--- config.mk ---
export PLATFORM = sky130hd
export DESIGN_NAME = bk_sub32_pipe
export DESIGN_NICKNAME = d
export VERILOG_FILES = /design/src/rtl/blu_pkg.sv /design/src/rtl/bk_sub32_pipe_adder.sv /design/src/rtl/bk_sub32_pipe.sv
export SDC_FILE = /design/constraint.sdc
export NUM_CORES = 1
export LEC_CHECK = 0
export ABC_AREA = 1
export CORE_UTILIZATION = 51
export CTS_CLUSTER_DIAMETER = 200
export DETAILED_ROUTE_END_ITERATION = 16
export GPL_TIMING_DRIVEN = 1
export PLACE_DENSITY = 0.81
export SLEW_MARGIN = 10
export SYNTH_ARGS = -nofsm -noshare
export SYNTH_HDL_FRONTEND = slang
export SYNTH_HIERARCHICAL = 1
export SYNTH_SLANG_ARGS = --single-unit
--- constraint.sdc ---
create_clock -name clk_i -period 2.9 [get_ports clk_i]
set_input_delay 0.58 -clock clk_i [delete_from_list [all_inputs] [get_ports clk_i]]
set_output_delay 0.58 -clock clk_i [all_outputs]
set_load 0.005 [all_outputs]
--- src/rtl/blu_pkg.sv ---
// Shared BLU datapath types: add/subtract opcode, slice width and the
// compare-flag bundle produced by the subtract/compare pipeline.
package blu_pkg;

  typedef enum logic {BLU_ADD = 1'b0, BLU_SUB = 1'b1} blu_addsub_e;

  localparam int SLICE_W = 16;

  typedef struct packed {
    logic carry;
    logic zero;
    logic ovf;
    logic lt_u;
    logic lt_s;
  } blu_flags_t;

endpackage

--- src/rtl/bk_sub32_pipe_adder.sv ---
// 16-bit Brent-Kung parallel-prefix adder slice with carry-in/carry-out
// so two slices can be chained through a pipeline register.
module BK_adder_16bit
  import blu_pkg::*;
(
  input  logic [SLICE_W-1:0] a_i,
  input  logic [SLICE_W-1:0] b_i,
  input  logic               carry_i,
  output logic [SLICE_W-1:0] sum_o,
  output logic               carry_o
);

  localparam int LEVELS = $clog2(SLICE_W);

  logic [SLICE_W-1:0] p;
  logic [SLICE_W-1:0] gg;
  logic [SLICE_W-1:0] pp;
  logic [LEVELS-1:0]  k;

  assign p = a_i ^ b_i;

  // Carry-in is folded into bit 0's generate, so every group term is a full carry.
  always_comb begin
    gg    = a_i & b_i;
    pp    = p;
    k     = '0;
    gg[0] = gg[0] | (p[0] & carry_i);
    for (int l = 0; l < LEVELS; l++) begin
      for (int i = 0; i < SLICE_W; i++) begin
        if (((i + 1) % (2 << l)) == 0) begin
          k     = LEVELS'(i - (1 << l));
          gg[i] = gg[i] | (pp[i] & gg[k]);
          pp[i] = pp[i] & pp[k];
        end
      end
    end
    for (int l = LEVELS - 2; l >= 0; l--) begin
      for (int i = 0; i < SLICE_W; i++) begin
        if ((((i + 1) % (2 << l)) == (1 << l)) && (i >= (2 << l))) begin
          k     = LEVELS'(i - (1 << l));
          gg[i] = gg[i] | (pp[i] & gg[k]);
          pp[i] = pp[i] & pp[k];
        end
      end
    end
  end

  assign sum_o   = p ^ {gg[SLICE_W-2:0], carry_i};
  assign carry_o = gg[SLICE_W-1];

endmodule

--- src/rtl/bk_sub32_pipe.sv ---
// Two-stage 32-bit add/subtract/compare unit: low Brent-Kung slice in stage 1,
// high slice plus flags in stage 2, valid/ready on both sides.
module bk_sub32_pipe
  import blu_pkg::*;
#(
  parameter int WIDTH = 32
) (
  input  logic             clk_i,
  input  logic             rst_ni,
  input  logic             in_valid_i,
  output logic             in_ready_o,
  input  logic [WIDTH-1:0] a_i,
  input  logic [WIDTH-1:0] b_i,
  input  logic             op_i,
  output logic             out_valid_o,
  input  logic             out_ready_i,
  output logic [WIDTH-1:0] result_o,
  output logic             carry_o,
  output logic             zero_o,
  output logic             ovf_o,
  output logic             lt_u_o,
  output logic             lt_s_o
);

  if (WIDTH != 2 * SLICE_W) begin : g_width_check
    $error("bk_sub32_pipe: WIDTH must be %0d", 2 * SLICE_W);
  end

  function automatic blu_flags_t calc_flags(
    input blu_addsub_e op,
    input logic        res_msb,
    input logic        res_zero,
    input logic        a_msb,
    input logic        b_msb,
    input logic        c_out
  );
    blu_flags_t f;
    f.carry = c_out;
    f.zero  = res_zero;
    f.ovf   = (a_msb == b_msb) && (res_msb != a_msb);
    f.lt_u  = (op == BLU_SUB) ? ~c_out : 1'b0;
    f.lt_s  = (op == BLU_SUB) ? (res_msb ^ f.ovf) : 1'b0;
    return f;
  endfunction

  logic               out_adv;
  logic               in_fire;
  logic [WIDTH-1:0]   b_eff;
  logic [SLICE_W-1:0] lo_sum;
  logic               lo_carry;

  logic               vld_p1;
  logic [SLICE_W-1:0] lo_p1;
  logic               c16_p1;
  logic [SLICE_W-1:0] a_hi_p1;
  logic [SLICE_W-1:0] b_hi_p1;
  blu_addsub_e        op_p1;

  logic [SLICE_W-1:0] hi_sum;
  logic               hi_carry;
  logic [WIDTH-1:0]   result_p1;
  blu_flags_t         flags_p1;

  logic               vld_p2;
  logic [WIDTH-1:0]   result_p2;
  blu_flags_t         flags_p2;

  // No skid buffer: ready looks straight through to the consumer's ready.
  assign out_adv    = ~vld_p2 | out_ready_i;
  assign in_ready_o = ~vld_p1 | out_adv;
  assign in_fire    = in_valid_i & in_ready_o;

  // ---- stage 1: operand inversion and low slice ----
  assign b_eff = op_i ? ~b_i : b_i;

  BK_adder_16bit u_lo (
    .a_i     (a_i[SLICE_W-1:0]),
    .b_i     (b_eff[SLICE_W-1:0]),
    .carry_i (op_i),
    .sum_o   (lo_sum),
    .carry_o (lo_carry)
  );

  always_ff @(posedge clk_i) begin
    if (in_fire) begin
      lo_p1   <= lo_sum;
      c16_p1  <= lo_carry;
      a_hi_p1 <= a_i[WIDTH-1:SLICE_W];
      b_hi_p1 <= b_eff[WIDTH-1:SLICE_W];
      op_p1   <= blu_addsub_e'(op_i);
    end
  end

  // ---- stage 2: high slice chained through the registered c16, flags ----
  BK_adder_16bit u_hi (
    .a_i     (a_hi_p1),
    .b_i     (b_hi_p1),
    .carry_i (c16_p1),
    .sum_o   (hi_sum),
    .carry_o (hi_carry)
  );

  assign result_p1 = {hi_sum, lo_p1};
  assign flags_p1  = calc_flags(op_p1, hi_sum[SLICE_W-1], ~|result_p1,
                                a_hi_p1[SLICE_W-1], b_hi_p1[SLICE_W-1], hi_carry);

  always_ff @(posedge clk_i or negedge rst_ni) begin
    if (!rst_ni) begin
      vld_p1    <= 1'b0;
      vld_p2    <= 1'b0;
      result_p2 <= '0;
      flags_p2  <= '0;
    end else begin
      if (in_ready_o) begin
        vld_p1 <= in_valid_i;
      end
      if (out_adv) begin
        vld_p2 <= vld_p1;
        if (vld_p1) begin
          result_p2 <= result_p1;
          flags_p2  <= flags_p1;
        end
      end
    end
  end

  // ---- output register ----
  assign out_valid_o = vld_p2;
  assign result_o    = result_p2;
  assign carry_o     = flags_p2.carry;
  assign zero_o      = flags_p2.zero;
  assign ovf_o       = flags_p2.ovf;
  assign lt_u_o      = flags_p2.lt_u;
  assign lt_s_o      = flags_p2.lt_s;

endmodule

==> results.toml <==
[outcome]
status = "finished clean"

[sta]
min_period_over_period_pct = 98.33
worst_pin_slew_ns = 0.8900
rsz0062_at_grt = "yes"
skew_ns = 0.007859
finalSetupViolCount = 0
finalCriticalPeriod_ns = 2.851
hold_violations = 0
slew_violations = 0
max_freq_ghz = 0.3507
relSlewSlack_pct = 40.67
whs_ns = 0.3543

[critical_path]
arrival_ns = 2.94
endpoint_kind = "flop"
required_ns = 2.99
start_kind = "input port"
critPathLaunch = "b_i[0]"
crit-reg2reg-launch = "a_hi_p1[0]$_DFFE_PP_"
cp_max_fo = 2
critical_path_class = "input port to flop"

[cts]
cts_tree = "built"
cts-htree-levels = 3
clock_path_buffers = 2
clock_sinks = 89
cts_buffers = 9
hold_buffers = 0
cts_root_buf = "clkbuf_8"
clk_latency_ns = 0.34
path_clk_slew_ns = 0.09

[finish]
fin_util_pct = 69.11
drive_gt1_share_pct = 14.89
area_growth_pct = 30.70
diodes = 0
nNetsFinal = 681
final_area_um2 = 6386

[synth]
synth_nets = 561
synthCells = 446
synth-async-reset-ratio_pct = 43.82
synthDistinctLibCells = 36
synth_warnings = 6
seq_area_frac_synth_pct = 50.70
synth_area_um2 = 4886
avgSynthCellArea_um2 = 10.96
synth_edf_count = 50
ys_seq_elements = 89
ys.flop_type = "edfxtp_1"

[global_routing]
antenna_found_initial = 0
grt_pass1_vias = 3486
grt_pass1_wl_um = 15200
grt_max_degree = 40
grt_use_total_pct = 19.57
overflow = 0

[drt]
firstDrtPassIters = 4
wl_per_cell_um = 12.96
post-route-drc-count = 0
num_vias = 3373
drt_wl_total_um = 9069
drt-initial-drc-count = 82
ant_nets = 0
vias_per_cell = 4.819

[power_and_ir_drop]
cellPowerDensity_nw_per_um2 = 645.2
netSwitchingFraction_pct = 29.48
p_comb_share_pct = 33.5
leakage_nw = 2.876
vdd_drop_max_uv = 338.6
p_int_w = 0.002906
p_switching_w = 0.001215
pwr-share-seq_pct = 43.9
pwr-share-clk_pct = 22.6

[floorplan]
die_y_um = 99.88
start_util_pct = 52.88
die_width_um = 99.88
coreArea_um2 = 9240
pin_count = 108
dieArea_um2 = 9976
rows = 35

[placed_design]
place.detailed.hpwl_um = 6974
gp_congestion = 0.7927
placedInstanceArea_um2 = 6110
port_buffers = 107

[flow_run]
cap_violations = 0

[min_path]
hp-class = "input port to async pin"
power groups by stage:
stage / Combinational [W] / Sequential [W] / Clock (W)
floorplan: 0.000702 / 0.00183 / 0
global placement: 0.00131 / 0.00183 / 0
detailed placement: 0.00136 / 0.00184 / 0
CTS: 0.00137 / 0.00181 / 0.000944
global route: 0.00154 / 0.00185 / 0.00100
finish: 0.00138 / 0.00181 / 0.000932
routing by layer:
layer  vias to the layer above  part of all wire, %  global-route usage, %
met3                        13                  3.5                  3.552
met4                         0                  2.0                  6.900
met5                         -                    0                      0
met1                      1640                   40                  22.26
met2                        66                   54                  36.66
li1                       1654                    -                      -
state kept, by name, indices dropped and copies added (netlist names), 16 cells and up:
signal    count
result_o     32
a_hi_p1      16
b_hi_p1      16
lo_p1        16
worst max-delay path, stage by stage:
cell and delay (ns):
clkdlybuf4s50_1 0.41, xor2_1 0.14, inv_1 0.08, fa_2 0.20, inv_2 0.04, fa_2 0.38, nand2_1 0.09, nand2_2 0.08
nand3_2 0.11, a21oi_1 0.07, or2_1 0.23, fa_2 0.35, xor2_1 0.17
metrics by stage:
stage                     std cells  TNS [ns]  total power, W  worst slack (ns)
final                           700         0        0.004120           0.04853
after global routing            700  -0.08443        0.004390          -0.03593
after CTS                       699         0        0.004128          0.007762
after detailed placement        683    -2.621        0.003198           -0.3528
after global placement          683    -1.809        0.003140           -0.2834
after floorplan                 446         0        0.002527           0.01045
layout make-up:
class	count	area, µm²
well taps	129	161.4
inverters	50	187.7
repair buffers	120	1171
clock inverters	4	76.32
flip-flops and latches	89	2477
fillers	717	2854
multi-input cells	296	2167
clock buffers	12	145.1
cell usage in the layout, fill, tap and decap left out, types with 4 or more instances in the layout:
cell	synthesis	layout
nand2_1	112	110
a21oi_1	7	7
nor2_2	3	4
inv_1	49	45
xnor2_1	4	4
fa_2	0	6
buf_4	3	12
xor2_1	42	41
ha_1	28	28
o21ai_2	10	10
edfxtp_1	50	50
nand3_2	3	4
nand2_2	13	14
dfrtp_1	39	39
nor2_1	28	27
clkbuf_8	0	10
inv_2	1	5
fa_1	18	12
clkdlybuf4s50_1	0	105
worst paths after layout:
| path | end | slack (ns) | cells past startpoint |
|---|---|---|---|
| max | lo_p1[11]$_DFFE_PP_ | 0.05 | 13 |
| min | result_o[0]$_DFFE_PN0P_ | 0.35 | 1 |
| max reg2reg | zero_o$_DFFE_PN0P_ | 0.16 | 16 |
| min reg2reg | result_o[8]$_DFFE_PN0P_ | 0.47 | 2 |
| max in group asynchronous | result_o[13]$_DFFE_PN0P_ | 1.98 | 1 |
| min in group clk_i | result_o[8]$_DFFE_PN0P_ | 0.47 | 2 |
Yosys cell counts, types with 3 or more instances:
master / n / share of area (%)
nand2_1: 112 / 8.6
xnor2_1: 4 / 0.72
nand2_2: 13 / 1.7
buf_4: 3 / 0.46
buf_2: 3 / 0.31
inv_1: 49 / 3.8
ha_1: 28 / 7.2
xor2_1: 42 / 7.5
nand3_1: 5 / 0.51
nand3_2: 3 / 0.61
a21oi_1: 7 / 0.72
nor2_2: 3 / 0.38
o21ai_2: 10 / 1.8
fa_1: 18 / 7.4
buf_6: 3 / 0.69
edfxtp_1: 50 / 31
dfrtp_1: 39 / 20
nor2_1: 28 / 2.2
logic make-up after synthesis:
group | count (synthesis) | synth area share, %
AOI/OAI and AO/OA | 31 | 4.814
xor gates and xnor gates | 46 | 8.246
adders and majority gates | 46 | 14.55
buffers and inverters | 61 | 6.018
DFF | 89 | 50.70
and+or+nand+nor | 173 | 15.67
what timing repair did:
| item | CTS | global route |
|---|---|---|
| gates resized for setup | 0 | 15 |
| buffers inserted | 0 | 1 |
| setup endpoints to repair | 0 | 9 |
Power figures use the tool's default switching activity.
